`src/rtl/uart_sort_buffer_if.sv`:
```
// uart_sort_buffer_if
// Groups the RX-side, TX-side and status signals of the sort buffer into one bundle.
//   i_Rx_DV / i_Rx_Byte   : byte strobe and data coming from the UART receiver
//   o_Tx_DV / o_Tx_Byte   : start strobe and data going to the UART transmitter
//   i_Tx_Done             : transmitter finished the current byte
//   o_Busy                : buffer is sorting or sending
//   o_Rx_Drop             : an incoming byte was discarded
// slave modport  : used by uart_sort_buffer
// master modport : used by whatever drives the buffer (receiver/transmitter side)
interface uart_sort_buffer_if #(
  parameter int WIDTH = 8
);
  logic             i_Rx_DV;
  logic [WIDTH-1:0] i_Rx_Byte;
  logic             o_Tx_DV;
  logic [WIDTH-1:0] o_Tx_Byte;
  logic             i_Tx_Done;
  logic             o_Busy;
  logic             o_Rx_Drop;

  modport slave (
    input  i_Rx_DV, i_Rx_Byte, i_Tx_Done,
    output o_Tx_DV, o_Tx_Byte, o_Busy, o_Rx_Drop
  );

  modport master (
    output i_Rx_DV, i_Rx_Byte, i_Tx_Done,
    input  o_Tx_DV, o_Tx_Byte, o_Busy, o_Rx_Drop
  );
endinterface

```
`src/rtl/uart_sort_buffer.sv`:
```
// uart_sort_buffer
// Collects DEPTH bytes from the UART receiver, bubble-sorts them in place
// (one compare-and-swap per clock), then streams them to the UART transmitter
// with a DV/Done handshake.
// Ports:
//   i_clock   : system clock, rising edge
//   i_reset_n : asynchronous assert, active-low reset
//   bus       : uart_sort_buffer_if.slave (RX strobe/byte, TX strobe/byte/done,
//               busy and drop status)
// Build option:
//   UART_SORT_DESCENDING_EN : when defined, output order is descending
//                             (timing unchanged); ascending otherwise.
module uart_sort_buffer #(
  parameter int DEPTH = 8,
  parameter int WIDTH = 8
) (
  input logic                i_clock,
  input logic                i_reset_n,
  uart_sort_buffer_if.slave  bus
);

  localparam int IDX_W = (DEPTH > 1) ? $clog2(DEPTH) : 1;
  localparam logic [IDX_W-1:0] LAST_IDX  = IDX_W'(DEPTH - 1);
  localparam logic [IDX_W-1:0] LAST_PASS = IDX_W'(DEPTH - 2);

  localparam logic [1:0] S_COLLECT = 2'd0;
  localparam logic [1:0] S_SORT    = 2'd1;
  localparam logic [1:0] S_SEND    = 2'd2;
  localparam logic [1:0] S_WAIT    = 2'd3;

  logic [1:0]       state_reg;
  logic [IDX_W-1:0] count_reg;
  logic [IDX_W-1:0] k_reg;
  logic [IDX_W-1:0] p_reg;
  logic [IDX_W-1:0] j_reg;
  logic             swapped_reg;
  logic [WIDTH-1:0] mem [DEPTH];
  logic             tx_dv_reg;
  logic [WIDTH-1:0] tx_byte_reg;
  logic             rx_drop_reg;

  logic [IDX_W-1:0] j_plus1;
  logic [IDX_W-1:0] k_plus1;
  logic [IDX_W-1:0] last_j;
  logic [WIDTH-1:0] elem_lo;
  logic [WIDTH-1:0] elem_hi;
  logic             do_swap;
  logic             pass_end;
  logic             sort_done;
  logic [WIDTH-1:0] first_out;

  always_comb begin
    j_plus1  = j_reg + IDX_W'(1);
    k_plus1  = k_reg + IDX_W'(1);
    last_j   = LAST_PASS - p_reg;
    elem_lo  = mem[j_reg];
    elem_hi  = mem[j_plus1];
`ifdef UART_SORT_DESCENDING_EN
    do_swap  = (elem_lo < elem_hi);
`else
    do_swap  = (elem_lo > elem_hi);
`endif
    pass_end = (j_reg == last_j);
    // A swap on this very compare still counts as "the pass swapped".
    sort_done = pass_end && (!(swapped_reg || do_swap) || (p_reg == LAST_PASS));
    // mem[0] is still being updated on the final compare, so the first output
    // byte must reflect a swap happening in the same cycle at j==0.
    first_out = (do_swap && (j_reg == '0)) ? elem_hi : mem[0];
  end

  always_ff @(posedge i_clock or negedge i_reset_n) begin
    if (!i_reset_n) begin
      state_reg   <= S_COLLECT;
      count_reg   <= '0;
      k_reg       <= '0;
      p_reg       <= '0;
      j_reg       <= '0;
      swapped_reg <= 1'b0;
      tx_dv_reg   <= 1'b0;
      tx_byte_reg <= '0;
      rx_drop_reg <= 1'b0;
      for (int i = 0; i < DEPTH; i++) begin
        mem[i] <= '0;
      end
    end else begin
      tx_dv_reg   <= 1'b0;
      rx_drop_reg <= bus.i_Rx_DV && (state_reg != S_COLLECT);

      case (state_reg)
        S_COLLECT: begin
          if (bus.i_Rx_DV) begin
            mem[count_reg] <= bus.i_Rx_Byte;
            if (count_reg == LAST_IDX) begin
              state_reg   <= S_SORT;
              count_reg   <= '0;
              p_reg       <= '0;
              j_reg       <= '0;
              swapped_reg <= 1'b0;
            end else begin
              count_reg <= count_reg + IDX_W'(1);
            end
          end
        end

        S_SORT: begin
          if (do_swap) begin
            mem[j_reg]   <= elem_hi;
            mem[j_plus1] <= elem_lo;
            swapped_reg  <= 1'b1;
          end
          if (pass_end) begin
            if (sort_done) begin
              state_reg   <= S_SEND;
              k_reg       <= '0;
              tx_dv_reg   <= 1'b1;
              tx_byte_reg <= first_out;
            end else begin
              p_reg       <= p_reg + IDX_W'(1);
              j_reg       <= '0;
              swapped_reg <= 1'b0;
            end
          end else begin
            j_reg <= j_plus1;
          end
        end

        S_SEND: begin
          state_reg <= S_WAIT;
        end

        S_WAIT: begin
          if (bus.i_Tx_Done) begin
            if (k_reg == LAST_IDX) begin
              state_reg <= S_COLLECT;
            end else begin
              k_reg       <= k_plus1;
              state_reg   <= S_SEND;
              tx_dv_reg   <= 1'b1;
              tx_byte_reg <= mem[k_plus1];
            end
          end
        end

        default: state_reg <= S_COLLECT;
      endcase
    end
  end

  assign bus.o_Tx_DV   = tx_dv_reg;
  assign bus.o_Tx_Byte = tx_byte_reg;
  assign bus.o_Busy    = (state_reg != S_COLLECT);
  assign bus.o_Rx_Drop = rx_drop_reg;

endmodule

```
`src/flat_wrapper.sv`:
```
// flat-port wrapper written by rule: the top's interface ports become plain ports
module uart_sort_buffer_flat 
#(
  parameter int DEPTH = 8,
  parameter int WIDTH = 8
)
  (i_clock, i_reset_n, bus_i_Rx_DV, bus_i_Rx_Byte, bus_i_Tx_Done, bus_o_Tx_DV, bus_o_Tx_Byte, bus_o_Busy, bus_o_Rx_Drop);
  uart_sort_buffer_if #(.WIDTH(WIDTH)) bus_i ();
  input logic i_clock;
  input logic i_reset_n;
  input wire logic [$bits(bus_i.i_Rx_DV)-1:0] bus_i_Rx_DV;
  input wire logic [$bits(bus_i.i_Rx_Byte)-1:0] bus_i_Rx_Byte;
  input wire logic [$bits(bus_i.i_Tx_Done)-1:0] bus_i_Tx_Done;
  output wire logic [$bits(bus_i.o_Tx_DV)-1:0] bus_o_Tx_DV;
  output wire logic [$bits(bus_i.o_Tx_Byte)-1:0] bus_o_Tx_Byte;
  output wire logic [$bits(bus_i.o_Busy)-1:0] bus_o_Busy;
  output wire logic [$bits(bus_i.o_Rx_Drop)-1:0] bus_o_Rx_Drop;
  assign bus_i.i_Rx_DV = bus_i_Rx_DV;
  assign bus_i.i_Rx_Byte = bus_i_Rx_Byte;
  assign bus_i.i_Tx_Done = bus_i_Tx_Done;
  assign bus_o_Tx_DV = bus_i.o_Tx_DV;
  assign bus_o_Tx_Byte = bus_i.o_Tx_Byte;
  assign bus_o_Busy = bus_i.o_Busy;
  assign bus_o_Rx_Drop = bus_i.o_Rx_Drop;
  uart_sort_buffer #(.DEPTH(DEPTH), .WIDTH(WIDTH)) u_core (.i_clock(i_clock), .i_reset_n(i_reset_n), .bus(bus_i));
endmodule
```
`config.mk`:
```
export PLATFORM = sky130hd
export DESIGN_NAME = uart_sort_buffer_flat
export DESIGN_NICKNAME = d
export VERILOG_FILES = /design/src/rtl/uart_sort_buffer_if.sv /design/src/rtl/uart_sort_buffer.sv /design/src/flat_wrapper.sv
export SDC_FILE = /design/constraint.sdc
export NUM_CORES = 1
export LEC_CHECK = 0
export ABC_AREA = 1
export BUFFER_PORTS_ARGS = -buffer_cell sky130_fd_sc_hd__buf_2
export CORE_MARGIN = 3
export CORE_UTILIZATION = 35
export DETAILED_ROUTE_END_ITERATION = 16
export SLEW_MARGIN = 20
export SYNTH_ARGS = -nofsm -noshare
export SYNTH_HDL_FRONTEND = slang
export SYNTH_SLANG_ARGS = --single-unit
```
`constraint.sdc`:
```
create_clock -name i_clock -period 4.4 [get_ports i_clock]
set_input_delay 0.22 -clock i_clock [delete_from_list [all_inputs] [get_ports i_clock]]
set_output_delay 0.22 -clock i_clock [all_outputs]
set_load 0.01 [all_outputs]
```
==> run summary <==
SETUP PATH
--------------------------------------------------------------------------------
Maximum fanout along the worst path                                           35
Required time of the critical path                                       4.71 ns
Type of element capturing the critical path                             register
Register-to-register setup slack                                         0.65 ns
Launch instance of the worst register-to-register path              u_core.j_reg[0]
End of the worst register-to-register path                          u_core.mem[1]
Startpoint Class                                                        register
R2R depth                                                                     23
WP data arrival                                                          4.06 ns
Critical path type                                                  register to register

PLACED DESIGN
--------------------------------------------------------------------------------
Placer's final routability congestion estimate                             0.994
Number of buffer cells added on primary ports                                 22
Half-perimeter wire length after placement                               23.0 mm
Total placed instance area                                           0.00843 mm²

CLOCK NETWORK
--------------------------------------------------------------------------------
Skew-Pair Late Insertion Delay                                           0.38 ns
Post-CTS repair timing setup buffer count                                      0
Number of buffers on the longest clock path                                    2
TritonCTS clock tree                                                       built
Master cell of the clock root buffer                                sky130_fd_sc_hd__clkbuf_16
Clk pin slew, worst setup/hold paths                                     0.08 ns
Clock sink total                                                              89
CTS H-tree depth                                                               3
TritonCTS Buffers                                                              9

POWER
--------------------------------------------------------------------------------
Part of the total power dissipated in combinational logic                  70.2%
Sequential share of power                                                  19.2%
Cell internal pwr                                                        2.90 mW
Largest voltage drop on the vdd net                                     0.552 mV
Leakage Power                                                            4.67 nW
Power density over the cells                                          879 mW/mm²
Net Sw Frac                                                                62.3%
Clk pwr share                                                              10.5%
Switch Pwr                                                               4.79 mW

DETAILED ROUTING
--------------------------------------------------------------------------------
Per-cell routed wire length                                              18.8 µm
Antenna Violating Nets Remaining                                               0
Routed vias/inst                                                            5.33
Drc violations                                                                 0
Final wirelength                                                         31.5 mm
Detailed Route Iter0 Violations                                              967
Pre-Repair DR Iteration Count                                                  9
Vias after detailed routing                                                 8909

SYNTHESIS
--------------------------------------------------------------------------------
YS warnings                                                                    0
Syn_nets                                                                    1414
Post-Syn Area per Cell                                                  5.87 µm²
Library cell with the largest summed area after synthesis           sky130_fd_sc_hd__nand2_1
Number of library cell types mapped by synthesis                              41
Post-Syn Instances                                                          1385
Largest cells by area after synthesis                               sky130_fd_sc_hd__nand2_1 (37%), sky130_fd_sc_hd__dfrtp_1 (27%), sky130_fd_sc_hd__o21ai_0 (4.6%), sky130_fd_sc_hd__nand3_1 (3.0%), sky130_fd_sc_hd__o21ai_1 (3.0%)
Post-Synthesis Cell Area                                             0.00813 mm²
Flip-flop and latch count after synthesis                                     89
Share of Yosys cell area claimed by the top area cell type                 37.1%
Sequential element share of the synthesized area                           27.4%

FLOORPLAN
--------------------------------------------------------------------------------
Top-Level Pins                                                                23
Site Rows                                                                     55
DIE WIDTH                                                                 158 µm
Placeable core region                                                 0.0227 mm²
Full die area                                                         0.0251 mm²
Effective utilization at floorplan                                         35.8%
Die Y                                                                     158 µm

FINAL LAYOUT
--------------------------------------------------------------------------------
Max reg flops                                                                 64
Largest register by flop count                                        u_core.mem
P&R area growth vs syn                                                     7.54%
Final net count                                                             1412
Post-Layout Inst Area                                                0.00874 mm²
Antenna cells                                                                  0
Fraction of final layout cells with drive strength greater than 1          10.7%

TIMING
--------------------------------------------------------------------------------
Share of the clock period used by the worst path after layout              85.3%
Max-slew headroom at the worst pin                                         23.3%
Final-report max-slew violation count                                          0
Setup repair after global routing missed its margin                        false
Fmax achieved                                                            266 MHz
Post-route minimum period                                                3.75 ns
Count of endpoints failing hold in the final timing report                     0
Final TNS setup                                                             0 ns
Clock tree skew after final layout                                     0.0148 ns
Setup-failing EPs final                                                        0
Pin slew with the least headroom to its limit                            1.15 ns

GRT
--------------------------------------------------------------------------------
Maximum number of pins on one net before global-route repair                  63
Antenna violations before repair                                               0
Global-route wire length before repair                                   48.9 mm
Via count of the first global-routing pass                                  8143
Remaining Overflow, GRT                                                        0
Combined global-route utilization of all metal layers                      25.8%

MIN PATH
--------------------------------------------------------------------------------
Worst min-delay path endpoint                                       u_core.bus.o_Rx_Drop
Cell depth of the worst min-delay path                                         3
Startpoint of the lowest-slack hold path                             bus_i_Rx_DV
Type of the tightest min-delay check                                input port to register

OUTCOME
--------------------------------------------------------------------------------
Status                                                                 completed

FLOW RUN
--------------------------------------------------------------------------------
Max Cap Viol                                                                   0

==> critical path: stages (launching register included) <==
cell and delay (ns):
sky130_fd_sc_hd__dfrtp_2 0.43, sky130_fd_sc_hd__inv_4 0.21, sky130_fd_sc_hd__buf_4 0.47, sky130_fd_sc_hd__nand2_1 0.10, sky130_fd_sc_hd__nand2_1 0.08, sky130_fd_sc_hd__nand2_1 0.05
sky130_fd_sc_hd__nand2_1 0.08, sky130_fd_sc_hd__nand2_1 0.09, sky130_fd_sc_hd__nand2_1 0.27, sky130_fd_sc_hd__inv_1 0.22, sky130_fd_sc_hd__ha_1 0.24, sky130_fd_sc_hd__inv_1 0.05
sky130_fd_sc_hd__nand2_1 0.04, sky130_fd_sc_hd__nand2_1 0.05, sky130_fd_sc_hd__nand2_1 0.05, sky130_fd_sc_hd__nand2_1 0.05, sky130_fd_sc_hd__nand2_1 0.09, sky130_fd_sc_hd__a21oi_4 0.15
sky130_fd_sc_hd__nand2_2 0.08, sky130_fd_sc_hd__nand2_4 0.19, sky130_fd_sc_hd__inv_2 0.17, sky130_fd_sc_hd__nor2_4 0.31, sky130_fd_sc_hd__nand2_1 0.14, sky130_fd_sc_hd__nand2_1 0.08
==> kinds of logic after synthesis <==
group / share of synthesized area, %
compound gates: 11.3
xor+xnor: 0.431
fa+ha+maj: 2.62
buf+inv: 7.74
flops: 27.4
simple gates: 50.5
==> timing repair <==
item / in CTS / in global routing
endpoints found under the hold margin: 28 / 0
hold buffers: 1 / 0
gates resized for setup: 0 / 0
==> worst max path at each step <==
stage / start / to / slack (ns) / cells after the start
global placement: u_core.j_reg[0] / u_core.k_reg[0] / 0.71 / 17
detailed placement: u_core.j_reg[0] / u_core.k_reg[0] / 0.75 / 17
floorplan: u_core.j_reg[1] / u_core.mem[54] / 1.19 / 22
global route: u_core.j_reg[0] / u_core.mem[14] / 0.36 / 22
finish: u_core.j_reg[0] / u_core.mem[1] / 0.65 / 23
CTS: u_core.j_reg[0] / u_core.k_reg[0] / 0.71 / 17
==> synth_stat cells (all sizes together) <==
cell and instances:
or2 9, buf 42, inv 79, nand4 4
xnor2 2, nor3 15, o221ai 1, xor2 2
o21bai 1, a21o 1, o211ai 1, nand2 824
o21ai 122, clkbuf 13, nand3 61, nor2 50
clkinv 2, nand3b 7, ha 17, a21boi 20
dfrtp 89, a21oi 23
==> layout by cell type, fill, tap and decap left out, types with 19 or more instances in the layout <==
cell type,netlist,final
sky130_fd_sc_hd__buf_4,5,19
sky130_fd_sc_hd__o21ai_0,74,74
sky130_fd_sc_hd__o21ai_1,48,48
sky130_fd_sc_hd__inv_2,21,21
sky130_fd_sc_hd__dfrtp_1,89,88
sky130_fd_sc_hd__nand2_1,803,803
sky130_fd_sc_hd__nand2_2,19,19
sky130_fd_sc_hd__buf_2,27,21
sky130_fd_sc_hd__nand3_1,48,48
sky130_fd_sc_hd__nor2_1,44,44
sky130_fd_sc_hd__inv_1,57,57
sky130_fd_sc_hd__a21oi_1,22,22
==> per-layer routing <==
metal	vias up	global-route usage (%)	wire length, µm
met3	69	5.16	2810
li1	4326	-	-
met2	429	38.4	13600
met5	-	0	0
met4	0	9.59	1110
met1	4085	36.9	14000
==> final cells by class <==
cell class	count	area (µm²)
clock inverter	7	70.1
inverter	81	307
multi-input combinational	1160	5280
clock buffer	9	225
timing repair buffer	42	278
tap	285	357
sequential	89	2230
fill	2560	14000
==> stage by stage <==
step / cells / hold slack (ns) / worst slack [ns] / util, % / power [mW]
final: 1673 / 0.0866 / 0.647 / 38.5 / 7.68
after global routing: 1673 / 0.0924 / 0.355 / 38.5 / 8.29
after CTS: 1673 / 0.0853 / 0.712 / 38.5 / 7.60
after detailed placement: 1656 / 0.382 / 0.750 / 37.1 / 6.78
after global placement: 1656 / 0.381 / 0.713 / 37.1 / 6.79
after floorplan: 1385 / -0.0756 / 1.19 / - / 5.10
==> power by group through the flow <==
stage | registers (mW) | clock network (mW) | logic, mW
after global routing | 1.51 | 0.853 | 5.93
after floorplan | 1.32 | 0 | 3.79
final | 1.48 | 0.808 | 5.40
after detailed placement | 1.48 | 0 | 5.30
after CTS | 1.46 | 0.819 | 5.32
after global placement | 1.48 | 0 | 5.31
Note: power is estimated with default switching activity, not from simulation.
